File: config.mk
export PLATFORM = sky130hd
export DESIGN_NAME = hum_act_ctrl_flat
export DESIGN_NICKNAME = d
export VERILOG_FILES = /design/src/rtl/hum_act_ctrl_if.sv /design/src/rtl/hum_act_ctrl.sv /design/src/flat_wrapper.sv
export SDC_FILE = /design/constraint.sdc
export NUM_CORES = 1
export LEC_CHECK = 0
export ABC_AREA = 1
export CAP_MARGIN = 25
export CORE_ASPECT_RATIO = 1.4
export CORE_MARGIN = 5
export CORE_UTILIZATION = 52
export CTS_CLUSTER_SIZE = 8
export DETAILED_ROUTE_END_ITERATION = 12
export PLACE_DENSITY = 0.77
export SLEW_MARGIN = 5
export SYNTH_ARGS = -nofsm -noshare
export SYNTH_HDL_FRONTEND = slang
export SYNTH_SLANG_ARGS = --single-unit
File: constraint.sdc
create_clock -name pclk -period 1.8 [get_ports pclk]
set_input_delay 0.36 -clock pclk [delete_from_list [all_inputs] [get_ports pclk]]
set_output_delay 0.36 -clock pclk [all_outputs]
set_load 0.02 [all_outputs]
File: src/rtl/hum_act_ctrl_if.sv
// Bus bundle for hum_act_ctrl: controller inputs (enable, sample strobe, thresholds)
// and the actuator, state and configuration-error outputs.
interface hum_act_ctrl_if #(
   parameter int DATA_W = 8
);
   logic              ctrl_en;
   logic              hum_valid;
   logic [DATA_W-1:0] hum_data;
   logic [DATA_W-1:0] low_th;
   logic [DATA_W-1:0] high_th;
   logic              humidifier_en;
   logic              dehumidifier_en;
   logic [1:0]        state;
   logic              cfg_err;

   // Driver side (environment / system controller).
   modport master (
      output ctrl_en, hum_valid, hum_data, low_th, high_th,
      input  humidifier_en, dehumidifier_en, state, cfg_err
   );

   // Controller side.
   modport slave (
      input  ctrl_en, hum_valid, hum_data, low_th, high_th,
      output humidifier_en, dehumidifier_en, state, cfg_err
   );
endinterface

File: src/rtl/hum_act_ctrl.sv
// Hysteresis humidity controller: drives a humidifier or dehumidifier (never both) with a
// forced DEAD period between runs. Define HUM_ACT_CTRL_MIN_RUN_EN to enforce a minimum on-time.
module hum_act_ctrl #(
   parameter int DATA_W         = 8,
   parameter int MIN_RUN_CYCLES = 300_000_000,
   parameter int DEAD_CYCLES    = 100_000_000
) (
   input logic           pclk,
   input logic           presetn,
   hum_act_ctrl_if.slave bus
);

   typedef enum logic [1:0] {
      ST_IDLE       = 2'd0,
      ST_HUMIDIFY   = 2'd1,
      ST_DEHUMIDIFY = 2'd2,
      ST_DEAD       = 2'd3
   } state_e;

`ifdef HUM_ACT_CTRL_MIN_RUN_EN
   localparam int CNT_MAX = (MIN_RUN_CYCLES > DEAD_CYCLES) ? MIN_RUN_CYCLES : DEAD_CYCLES;
`else
   localparam int CNT_MAX = DEAD_CYCLES;
`endif
   localparam int CNT_W = $clog2(CNT_MAX + 1);

   localparam logic [CNT_W-1:0] CNT_SAT   = CNT_W'(CNT_MAX);
   localparam logic [CNT_W-1:0] DEAD_LAST = CNT_W'(DEAD_CYCLES - 1);
`ifdef HUM_ACT_CTRL_MIN_RUN_EN
   localparam logic [CNT_W-1:0] RUN_LAST  = CNT_W'(MIN_RUN_CYCLES - 1);
`endif

   if (DATA_W < 1 || DEAD_CYCLES < 1 || MIN_RUN_CYCLES < 1) begin : g_param_check
      $error("hum_act_ctrl: DATA_W, DEAD_CYCLES and MIN_RUN_CYCLES must all be >= 1");
   end

   state_e           state_q, state_d;
   logic [CNT_W-1:0] cnt_q, cnt_d;
   logic             hum_en_q, hum_en_d;
   logic             dehum_en_q, dehum_en_d;

   logic              cfg_err_w;
   logic [DATA_W:0]   target;
   logic              at_or_above_target;
   logic              at_or_below_target;
   logic              run_ok;
   logic              stop_req;

   // hum_valid is a one-cycle strobe with no back-pressure: every cycle it is high is
   // evaluated against the current state, so back-to-back samples are never dropped.
   assign cfg_err_w = (bus.low_th >= bus.high_th);

   // One extra bit keeps the threshold sum from wrapping before the halving shift.
   assign target = ({1'b0, bus.low_th} + {1'b0, bus.high_th}) >> 1;

   assign at_or_above_target = ({1'b0, bus.hum_data} >= target);
   assign at_or_below_target = ({1'b0, bus.hum_data} <= target);

`ifdef HUM_ACT_CTRL_MIN_RUN_EN
   assign run_ok = (cnt_q >= RUN_LAST);
`else
   assign run_ok = 1'b1;
`endif

   // Losing enable or a bad threshold pair aborts a run immediately, ignoring min-run.
   assign stop_req = !bus.ctrl_en || cfg_err_w;

   always_comb begin
      state_d = state_q;
      case (state_q)
         ST_IDLE: begin
            if (bus.hum_valid && bus.ctrl_en && !cfg_err_w) begin
               if (bus.hum_data < bus.low_th) begin
                  state_d = ST_HUMIDIFY;
               end else if (bus.hum_data > bus.high_th) begin
                  state_d = ST_DEHUMIDIFY;
               end
            end
         end
         ST_HUMIDIFY: begin
            if (stop_req) begin
               state_d = ST_DEAD;
            end else if (bus.hum_valid && at_or_above_target && run_ok) begin
               state_d = ST_DEAD;
            end
         end
         ST_DEHUMIDIFY: begin
            if (stop_req) begin
               state_d = ST_DEAD;
            end else if (bus.hum_valid && at_or_below_target && run_ok) begin
               state_d = ST_DEAD;
            end
         end
         ST_DEAD: begin
            if (cnt_q == DEAD_LAST) begin
               state_d = ST_IDLE;
            end
         end
         default: state_d = ST_IDLE;
      endcase
   end

   // The counter restarts on every state change, so it always measures time-in-state.
   always_comb begin
      cnt_d = cnt_q;
      if (state_d != state_q) begin
         cnt_d = '0;
      end else if (state_q != ST_IDLE && cnt_q != CNT_SAT) begin
         cnt_d = cnt_q + CNT_W'(1);
      end
   end

   always_comb begin
      hum_en_d   = (state_d == ST_HUMIDIFY);
      dehum_en_d = (state_d == ST_DEHUMIDIFY);
   end

   always_ff @(posedge pclk or negedge presetn) begin
      if (!presetn) begin
         state_q    <= ST_IDLE;
         cnt_q      <= '0;
         hum_en_q   <= 1'b0;
         dehum_en_q <= 1'b0;
      end else begin
         state_q    <= state_d;
         cnt_q      <= cnt_d;
         hum_en_q   <= hum_en_d;
         dehum_en_q <= dehum_en_d;
      end
   end

   assign bus.humidifier_en   = hum_en_q;
   assign bus.dehumidifier_en = dehum_en_q;
   assign bus.state           = state_q;
   assign bus.cfg_err         = cfg_err_w;

endmodule

File: src/flat_wrapper.sv
// flat-port wrapper written by rule: the top's interface ports become plain ports
module hum_act_ctrl_flat 
#(
   parameter int DATA_W         = 8,
   parameter int MIN_RUN_CYCLES = 300_000_000,
   parameter int DEAD_CYCLES    = 100_000_000
)
  (pclk, presetn, bus_ctrl_en, bus_hum_valid, bus_hum_data, bus_low_th, bus_high_th, bus_humidifier_en, bus_dehumidifier_en, bus_state, bus_cfg_err);
  hum_act_ctrl_if #(.DATA_W(DATA_W)) bus_i ();
  input logic pclk;
  input logic presetn;
  input wire logic [$bits(bus_i.ctrl_en)-1:0] bus_ctrl_en;
  input wire logic [$bits(bus_i.hum_valid)-1:0] bus_hum_valid;
  input wire logic [$bits(bus_i.hum_data)-1:0] bus_hum_data;
  input wire logic [$bits(bus_i.low_th)-1:0] bus_low_th;
  input wire logic [$bits(bus_i.high_th)-1:0] bus_high_th;
  output wire logic [$bits(bus_i.humidifier_en)-1:0] bus_humidifier_en;
  output wire logic [$bits(bus_i.dehumidifier_en)-1:0] bus_dehumidifier_en;
  output wire logic [$bits(bus_i.state)-1:0] bus_state;
  output wire logic [$bits(bus_i.cfg_err)-1:0] bus_cfg_err;
  assign bus_i.ctrl_en = bus_ctrl_en;
  assign bus_i.hum_valid = bus_hum_valid;
  assign bus_i.hum_data = bus_hum_data;
  assign bus_i.low_th = bus_low_th;
  assign bus_i.high_th = bus_high_th;
  assign bus_humidifier_en = bus_i.humidifier_en;
  assign bus_dehumidifier_en = bus_i.dehumidifier_en;
  assign bus_state = bus_i.state;
  assign bus_cfg_err = bus_i.cfg_err;
  hum_act_ctrl #(.DATA_W(DATA_W), .MIN_RUN_CYCLES(MIN_RUN_CYCLES), .DEAD_CYCLES(DEAD_CYCLES)) u_core (.pclk(pclk), .presetn(presetn), .bus(bus_i));
endmodule
==> flow_summary.ini <==
[clock_tree]
cts_tree = done
cts_hold_buf = 0
clkLatencyLatePin_ns = 0.30
cts_max_level = 2
cts_sinks = 31
cts_root_buf = clkbuf_8
numCtsBuffers = 5
cts.clk_slew.worst_paths_ns = 0.06
clockBufferDepth = 2

[pwr]
p_sw_mw = 0.924
leakagePower_nw = 2.36
powerDensity_nw_per_um2 = 535
power.internal_mw = 1.61
totalPowerFinal_mw = 2.53
power_frac_seq_pct = 34.5
ir_drop_mv = 0.380
switching_share_pct = 36.5
clock_power_share_pct = 21.0
combPwrFrac_pct = 44.5

[route]
drt_iter0_markers = 111
drc = 0
ant_nets = 0
finalWirelength_um = 10000
via_per_inst = 5.37
vias = 3356
wl_per_cell_um = 16.0
first_pass_iters = 4

[critical_path]
crit_path_top_delay_cell = fa_2
critPathArrivalTime_ns = 3.47
critPathMaxStageDelay_ns = 0.35
end_kind = flip-flop
crit_path_frequent_cell = nand2_2
worst-setup-path-type = in2reg
critPathMaxFanout = 6
ff2ff_setup_slack_ns = -0.31
start_kind = input port
r2r_cells = 12
r2r-start = u_core.cnt_q[0]
r2r_end = u_core.cnt_q[22]
required_ns = 1.99

[worst_hold_path]
hp-class = in2async

[synthesis]
synth_area_sq_um = 3120
ys.flop_type = dfrtp_1
synth_warnings = 0
syn-num-nets = 488
synth_cell_types = 34
synthArstFlopShare_pct = 100
synth_edf_count = 0
ys_seq_area_share_pct = 24.8
syn_inst = 418
synth-seq-cells = 31
syn_avg_cell_area_sq_um = 7.47

[floorplan]
start_util_pct = 53.3
dieHeight_um = 102
ios = 33
core_area_sq_um = 5860
rows = 33
dieArea_sq_um = 7680
die_x_um = 75.5

[timing]
hold_viol = 0
whs_ns = 0.464
rsz0062_at_grt = yes
max_freq_ghz = 0.304
setup_violations = 32
worst_slack_ns = -1.48
tightest_slew_ns = 0.449
maxSlewHeadroom_pct = 70.0
finalClockSkew_ns = 0.00562
fin_crit_sh_pct = 182
drv_slew = 0
fin_crit_ns = 3.28

[global_route]
antenna_found_initial = 0
grt_pass1_wl_um = 15300
grt_pass1_vias = 3639
grt_start_max_net_pins = 32
track_usage_pct = 25.8
overflow = 0

[cells_and_area]
num_antenna_cells = 0
finalNonFillerCells = 625
drive_gt1_share_pct = 40.5
area_delta_synth_final_pct = 51.7
nNetsFinal = 624
layout_common_cells = buf_4 (83), nand2_1 (77), inv_1 (52)
mostFrequentLayoutCell = buf_4

[place]
dp_hpwl_um = 6570
gp_congestion = 0.905
place_inst = 597
io_buffers = 32

[status]
status = complete, but fails checks
failed_checks = negative setup slack

[run]
cap_violations = 0
-- final cells by class --
type / instances / area [sq um]
clock buffer: 7 / 76.3
clock inverter: 1 / 5.00
fill: 345 / 1130
inverter: 69 / 269
multi-input combinational: 314 / 2330
sequential: 31 / 776
tap: 70 / 87.6
timing repair buffer: 133 / 1190
-- cells in the mapped netlist, drive strengths merged, types with 3 or more instances --
cell type	instances	area, sq um
o21bai	3	33.8
nand4	13	81.3
nor2	71	357
inv	68	255
o21ai	5	25.0
xnor2	8	70.1
a21oi	16	83.8
nand2	92	370
xor2	22	193
nor3	14	96.4
buf	4	45.0
nand3	20	140
ha	41	513
dfrtp	31	776
-- metal layers --
layer	vias to the layer above	share of wire, %	track usage, %
li1	1598	-	-
met1	1582	33	22.7
met2	116	56	51.4
met3	60	3.9	3.87
met4	0	6.3	15.3
met5	-	0	0
-- how the worst max path moves through the flow --
stage,cells after the start,slack [ns],from,endpoint
2_1_floorplan,23,-1.28,bus_high_th[0],u_core.cnt_q[15]
3_3_place_gp,24,-1.95,bus_low_th[0],u_core.cnt_q[19]
3_5_place_dp,24,-2.08,bus_high_th[0],u_core.cnt_q[12]
4_1_cts,25,-1.31,bus_low_th[0],u_core.cnt_q[20]
5_1_grt,25,-1.57,bus_high_th[0],u_core.cnt_q[16]
6_report,25,-1.48,bus_high_th[0],u_core.cnt_q[22]
-- worst max-delay path: cells and delay by family --
family	cells	cell delay, ns
AOI/OAI and AO/OA	5	0.82
buffers and inverters	5	0.41
and+or+nand+nor	12	1.11
adders and majority gates	3	0.76
-- timing repair --
action,4_1_cts,5_1_grt
setup endpoints to repair,32,33
pin swaps,35,41
setup buffers,16,7
resized for setup,101,46
gates cloned,1,0
-- per-stage QoR --
| stage | worst slack (ns) | util [%] | cell area [sq um] | TNS (ns) |
|---|---|---|---|---|
| after floorplan | -1.28 | - | 3180 | -36.97 |
| after global placement | -1.95 | 71.3 | 4180 | -59.92 |
| after detailed placement | -2.08 | 71.3 | 4180 | -63.97 |
| after CTS | -1.31 | 77.7 | 4560 | -38.68 |
| after global routing | -1.57 | 80.8 | 4740 | -46.65 |
| final | -1.48 | 80.8 | 4740 | -44.03 |
-- power groups by stage --
stage | Clock (mW) | Sequential (mW) | Combinational (mW)
after floorplan | 0 | 0.863 | 0.538
after global placement | 0 | 0.877 | 0.861
after detailed placement | 0 | 0.883 | 0.904
after CTS | 0.538 | 0.870 | 1.01
after global routing | 0.564 | 0.886 | 1.23
final | 0.533 | 0.873 | 1.13
-- state kept, by name, summed over array words and instances, names as in the netlist --
| register | cells |
|---|---|
| u_core.bus.dehumidifier_en | 1 |
| u_core.bus.humidifier_en | 1 |
| u_core.cnt_q | 27 |
| u_core.bus.state | 2 |
-- cell families (layout without fill, tap and decap cells) --
| group | after synthesis | count (layout) | share of synthesized area, % |
|---|---|---|---|
| compound gates | 29 | 29 | 5.85 |
| buf+inv | 73 | 210 | 9.74 |
| flops | 31 | 31 | 24.8 |
| fa+ha+maj | 42 | 42 | 17.1 |
| simple gates | 213 | 213 | 34.1 |
| xor+xnor | 30 | 30 | 8.41 |
Power figures use the tool's default switching activity.
